==> src/rtl/sram_arbiter.sv <==
// Two-port round-robin arbiter and strobe sequencer for a 32Kx8 async SRAM.
// All SRAM controls come straight from flops so they never glitch.
module sram_arbiter #(
  parameter int unsigned WE_CYCLES = 2,
  parameter int unsigned RD_CYCLES = 2
) (
  input  logic        clk,
  input  logic        nRESET,
  input  logic        p0_req,
  input  logic        p1_req,
  input  logic        p0_we,
  input  logic        p1_we,
  input  logic [14:0] p0_addr,
  input  logic [14:0] p1_addr,
  input  logic [7:0]  p0_wdata,
  input  logic [7:0]  p1_wdata,
  output logic        p0_ack,
  output logic        p1_ack,
  output logic [7:0]  rdata,
  output logic        busy,
  output logic [14:0] sram_a,
  output logic [7:0]  sram_d_write,
  input  logic [7:0]  sram_d_read,
  output logic        sram_nCS,
  output logic        sram_nOE,
  output logic        sram_nWE
);

  localparam logic [2:0] S_IDLE   = 3'd0;
  localparam logic [2:0] S_SETUP  = 3'd1;
  localparam logic [2:0] S_WPULSE = 3'd2;
  localparam logic [2:0] S_HOLD   = 3'd3;
  localparam logic [2:0] S_READ   = 3'd4;
  localparam logic [2:0] S_DONE   = 3'd5;

  localparam logic [3:0] WE_LD = 4'(WE_CYCLES - 1);
  localparam logic [3:0] RD_LD = 4'(RD_CYCLES - 1);

  logic [2:0]  state_q, state_d;
  logic [3:0]  cnt_q, cnt_d;
  logic [14:0] a_q, a_d;
  logic [7:0]  dw_q, dw_d;
  logic        we_q, we_d;
  logic        gnt_q, gnt_d;
  logic        last_q, last_d;
  logic [7:0]  rdata_q, rdata_d;
  logic        ncs_q, ncs_d;
  logic        noe_q, noe_d;
  logic        nwe_q, nwe_d;
  logic        ack0_q, ack0_d;
  logic        ack1_q, ack1_d;
  logic        win1;
  logic        sel_we;

  // Port 1 wins alone, or on a tie when port 0 was served last.
  assign win1   = p1_req & (~p0_req | ~last_q);
  assign sel_we = win1 ? p1_we : p0_we;

  always_comb begin
    state_d = state_q;
    cnt_d   = cnt_q;
    a_d     = a_q;
    dw_d    = dw_q;
    we_d    = we_q;
    gnt_d   = gnt_q;
    last_d  = last_q;
    rdata_d = rdata_q;
    case (state_q)
      S_IDLE: begin
        if (p0_req | p1_req) begin
          gnt_d = win1;
          a_d   = win1 ? p1_addr : p0_addr;
          dw_d  = win1 ? p1_wdata : p0_wdata;
          we_d  = sel_we;
          if (sel_we) begin
            state_d = S_SETUP;
          end else begin
            state_d = S_READ;
            cnt_d   = RD_LD;
          end
        end
      end
      S_SETUP: begin
        state_d = S_WPULSE;
        cnt_d   = WE_LD;
      end
      S_WPULSE: begin
        if (cnt_q == 4'd0) state_d = S_HOLD;
        else               cnt_d   = cnt_q - 4'd1;
      end
      S_HOLD: state_d = S_DONE;
      S_READ: begin
        if (cnt_q == 4'd0) begin
          rdata_d = sram_d_read;
          state_d = S_DONE;
        end else begin
          cnt_d = cnt_q - 4'd1;
        end
      end
      S_DONE: begin
        last_d  = gnt_q;
        state_d = S_IDLE;
      end
      default: state_d = S_IDLE;
    endcase
  end

  // Strobe flops are loaded with the values of the state being entered.
  always_comb begin
    ncs_d  = (state_d == S_IDLE) || (state_d == S_DONE);
    noe_d  = (state_d != S_READ);
    nwe_d  = (state_d != S_WPULSE);
    ack0_d = (state_d == S_DONE) && !gnt_d;
    ack1_d = (state_d == S_DONE) && gnt_d;
  end

  always_ff @(posedge clk or negedge nRESET) begin
    if (!nRESET) begin
      state_q <= S_IDLE;
      cnt_q   <= 4'd0;
      a_q     <= 15'd0;
      dw_q    <= 8'd0;
      we_q    <= 1'b0;
      gnt_q   <= 1'b0;
      last_q  <= 1'b1;
      rdata_q <= 8'd0;
      ncs_q   <= 1'b1;
      noe_q   <= 1'b1;
      nwe_q   <= 1'b1;
      ack0_q  <= 1'b0;
      ack1_q  <= 1'b0;
    end else begin
      state_q <= state_d;
      cnt_q   <= cnt_d;
      a_q     <= a_d;
      dw_q    <= dw_d;
      we_q    <= we_d;
      gnt_q   <= gnt_d;
      last_q  <= last_d;
      rdata_q <= rdata_d;
      ncs_q   <= ncs_d;
      noe_q   <= noe_d;
      nwe_q   <= nwe_d;
      ack0_q  <= ack0_d;
      ack1_q  <= ack1_d;
    end
  end

  assign p0_ack       = ack0_q;
  assign p1_ack       = ack1_q;
  assign rdata        = rdata_q;
  assign busy         = (state_q != S_IDLE);
  assign sram_a       = a_q;
  assign sram_d_write = dw_q;
  assign sram_nCS     = ncs_q;
  assign sram_nOE     = noe_q;
  assign sram_nWE     = nwe_q;

endmodule

==> config.mk <==
export PLATFORM = sky130hd
export DESIGN_NAME = sram_arbiter
export DESIGN_NICKNAME = d
export VERILOG_FILES = /design/src/rtl/sram_arbiter.sv
export SDC_FILE = /design/constraint.sdc
export NUM_CORES = 1
export LEC_CHECK = 0
export BUFFER_PORTS_ARGS = -buffer_cell sky130_fd_sc_hd__buf_2
export CAP_MARGIN = 15
export CELL_PAD_IN_SITES_DETAIL_PLACEMENT = 1
export CELL_PAD_IN_SITES_GLOBAL_PLACEMENT = 2
export CORE_AREA = 2 2 98 81
export CTS_CLUSTER_DIAMETER = 80
export DETAILED_ROUTE_END_ITERATION = 16
export DIE_AREA = 0 0 100 83
export PLACE_DENSITY_LB_ADDON = 0.1
export SLEW_MARGIN = 10
export SYNTH_ARGS = -nofsm -noshare
export SYNTH_HDL_FRONTEND = slang
export SYNTH_SLANG_ARGS = --single-unit
==> constraint.sdc <==
create_clock -name clk -period 2.67 [get_ports clk]
set_input_delay 0.4005 -clock clk [delete_from_list [all_inputs] [get_ports clk]]
set_output_delay 0.4005 -clock clk [all_outputs]
set_load 0.02 [all_outputs]
==> flow_summary.json <==
{
  "slew_viol_final": 0,
  "core_um2": 7290,
  "layout_min_cycle_time_ps": 2030,
  "synthTopCellsByCount": "dfrtp_1 (41), nand2_1 (26), o21ai_1 (26)",
  "dr_total_vias": 1661,
  "hpwl_mm": 3.89,
  "synth_top_area_share_pct": 49.7,
  "status": "finished clean",
  "switching_share_pct": 42.7,
  "drt_iter0_markers": 68,
  "start_kind": "register",
  "seqCellArea_um2": 1130,
  "htree_num_levels": 2,
  "antenna_found_initial": 0,
  "fill_cells": 882,
  "fin_skew_ps": 5.00,
  "hold_violations": 0,
  "pwr-share-clk_pct": 13.4,
  "numPortBuffers": 96,
  "drv_cap": 0,
  "cts_max_path_buffers": 2,
  "cts_buffers": 5,
  "combinationalPowerShare_pct": 47.7,
  "hold_slack_ps": 318,
  "routed_wl_mm": 5.11,
  "cts_tree": "yes",
  "syn_inst": 187,
  "synthDistinctLibCells": 37,
  "cpMaxStageDelayCell": "mux2_1",
  "grt_pass1_vias": 1702,
  "fmax_mhz": 493,
  "path_buf_inv": 1,
  "end_kind": "register",
  "setup_violations": 0,
  "root_buffer": "clkbuf_8",
  "nets": 343,
  "crit_family": "simple AND/OR/NAND/NOR gates",
  "ys_ff_latch": 45,
  "power_frac_seq_pct": 38.9,
  "worstMarginPinSlew_ps": 540,
  "ys.flop_type": "dfrtp_1",
  "hold_path.class": "in -> reg",
  "fin_crit_sh_pct": 76.0,
  "pwr_density_cell_nw_per_um2": 1160,
  "top_layer_used": "met4",
  "grt_pass1_wl_mm": 8.51,
  "n_antenna_cell": 0,
  "multi_input_area_um2": 862,
  "cpPeakStageDelay_ps": 470,
  "clkSinkCount": 45,
  "grt_max_degree": 36,
  "crit_arrival_ps": 2200,
  "start_util_pct": 28.3,
  "slew_headroom_pct": 63.9,
  "rsz0062_at_grt": "no",
  "drive_above_1_share_pct": 41.1,
  "p_leak_uw": 0.00138,
  "drc_errors": 0,
  "critPathMaxFanout": 11,
  "final_util_pct": 37.4,
  "ant_nets": 0,
  "synth_most_common_cell": "dfrtp_1",
  "ir_drop_mv": 0.375,
  "first_pass_iters": 3,
  "ys_seq_area_share_pct": 54.8,
  "synth.avg_cell_area_um2": 11.0,
  "wl_met2_mm": 2.26,
  "synthArstFlopShare_pct": 100,
  "drt-met1-wl_mm": 2.47,
  "synth_area_leaders": "dfrtp_1 (50%), mux2i_1 (12%), o21ai_1 (6.3%), dfstp_2 (5.1%), nand2_1 (4.7%)",
  "required_ps": 2840,
  "die_y_um": 83,
  "gp_congestion": 0.701,
  "clk_latency_ps": 290,
  "synthesis.area_um2": 2060,
  "ioPinCount": 97,
  "num_rows": 28,
  "post_drt_wl_per_cell_um": 13.7,
  "viasPerCell": 4.47,
  "grtUsageTotal_pct": 12.7,
  "area.growth.synth_to_final_pct": 32.2,
  "met3WireLength_um": 353,
  "grt-ovfl-total": 0,
  "switching_power_uw": 1350,
  "chipWidth_um": 100,
  "clk_pin_slew_ps": 80,
  "synth_edf_count": 0,
  "fin_tns_setup_ps": 0,
  "synth_nets": 248,
  "synth-warning-count": 0,
  "dieArea_um2": 8300,
  "path_cells": "inv_1, ha_1, nor3b_2, nand3_1, mux2_1",
  "synth_top_cell_by_area": "dfrtp_1",
  "worst-setup-path-type": "reg -> reg",
  "power.internal_uw": 1810
}
## power groups by stage
stage | clock (uW) | combinational (uW) | sequential, uW
2_1_floorplan | 0 | 764 | 1510
5_1_grt | 470 | 1680 | 1290
4_1_cts | 445 | 1540 | 1240
3_5_place_dp | 0 | 1540 | 1250
3_3_place_gp | 0 | 1520 | 1240
6_report | 422 | 1510 | 1230
## final timing paths
path	depth (start not counted)	slack [ps]	startpoint	end
max in group asynchronous	3	1390	nRESET	sram_nWE
worst max register to register	5	640	cnt_q[0]	rdata[2]
worst min-delay path	2	320	sram_d_read[3]	rdata[3]
min in group asynchronous	2	510	nRESET	sram_d_write[0]
worst max-delay path	5	640	cnt_q[0]	rdata[2]
worst min register to register	2	490	sram_a[7]	sram_a[7]
## state kept, by name (all words and copies together) (netlist names), 3 cells and up
name,cells
cnt_q,4
sram_d_write,8
state_q,3
sram_a,15
rdata,8
## final cells by class
| class | count | share of cell area [%] |
|---|---|---|
| Multi-Input combinational cell | 124 | 31.6 |
| Tap cell | 90 | 4.13 |
| Clock buffer | 7 | 3.17 |
| Sequential cell | 45 | 41.5 |
| Timing Repair Buffer | 100 | 18.8 |
| Inverter | 6 | 0.826 |
## through the flow
step	worst slack, ps	power [uW]	cell area, um2	std cells
after detailed placement	628	2790	2630	364
after global placement	679	2770	2630	364
final	641	3160	2730	372
after CTS	615	3220	2730	372
after floorplan	1070	2270	2060	187
after global routing	461	3440	2730	372
## repair_timing
action	4_1_cts	5_1_grt
hold buffers	1	0
buffers inserted	0	0
resized for setup	0	0
endpoints found under the setup margin	0	0
hold endpoints to repair	10	0
## per-layer routing
metal	GRT usage (%)	vias to the layer above
met5	0	-
met2	19.1	59
met1	18.0	763
li1	-	837
met4	2.24	0
met3	4.12	2
## cells by family after synthesis
group	synth area share [%]
fa+ha+maj	0.606
flops	54.8
simple gates	11.2
buf+inv	4.49
compound gates	11.5
xor+xnor	0.849
mux	16.6
## cell usage in the layout, fill, tap and decap left out, types with 2 or more instances in the layout
cell	synthesis	final
mux2_1	7	7
mux2_2	2	2
xnor2_1	2	2
buf_4	3	3
mux2i_1	24	24
clkbuf_8	0	6
a32o_1	2	2
inv_1	6	6
o21ai_1	26	25
nor2_1	6	6
nand2b_1	2	2
nand3_1	2	2
nand2_1	26	26
dfrtp_1	41	41
buf_2	5	96
o31ai_1	2	2
nor3b_1	2	2
a21oi_1	3	3
nor3_1	2	2
dfstp_2	4	4
No activity file was read; power rests on OpenSTA's default activity.
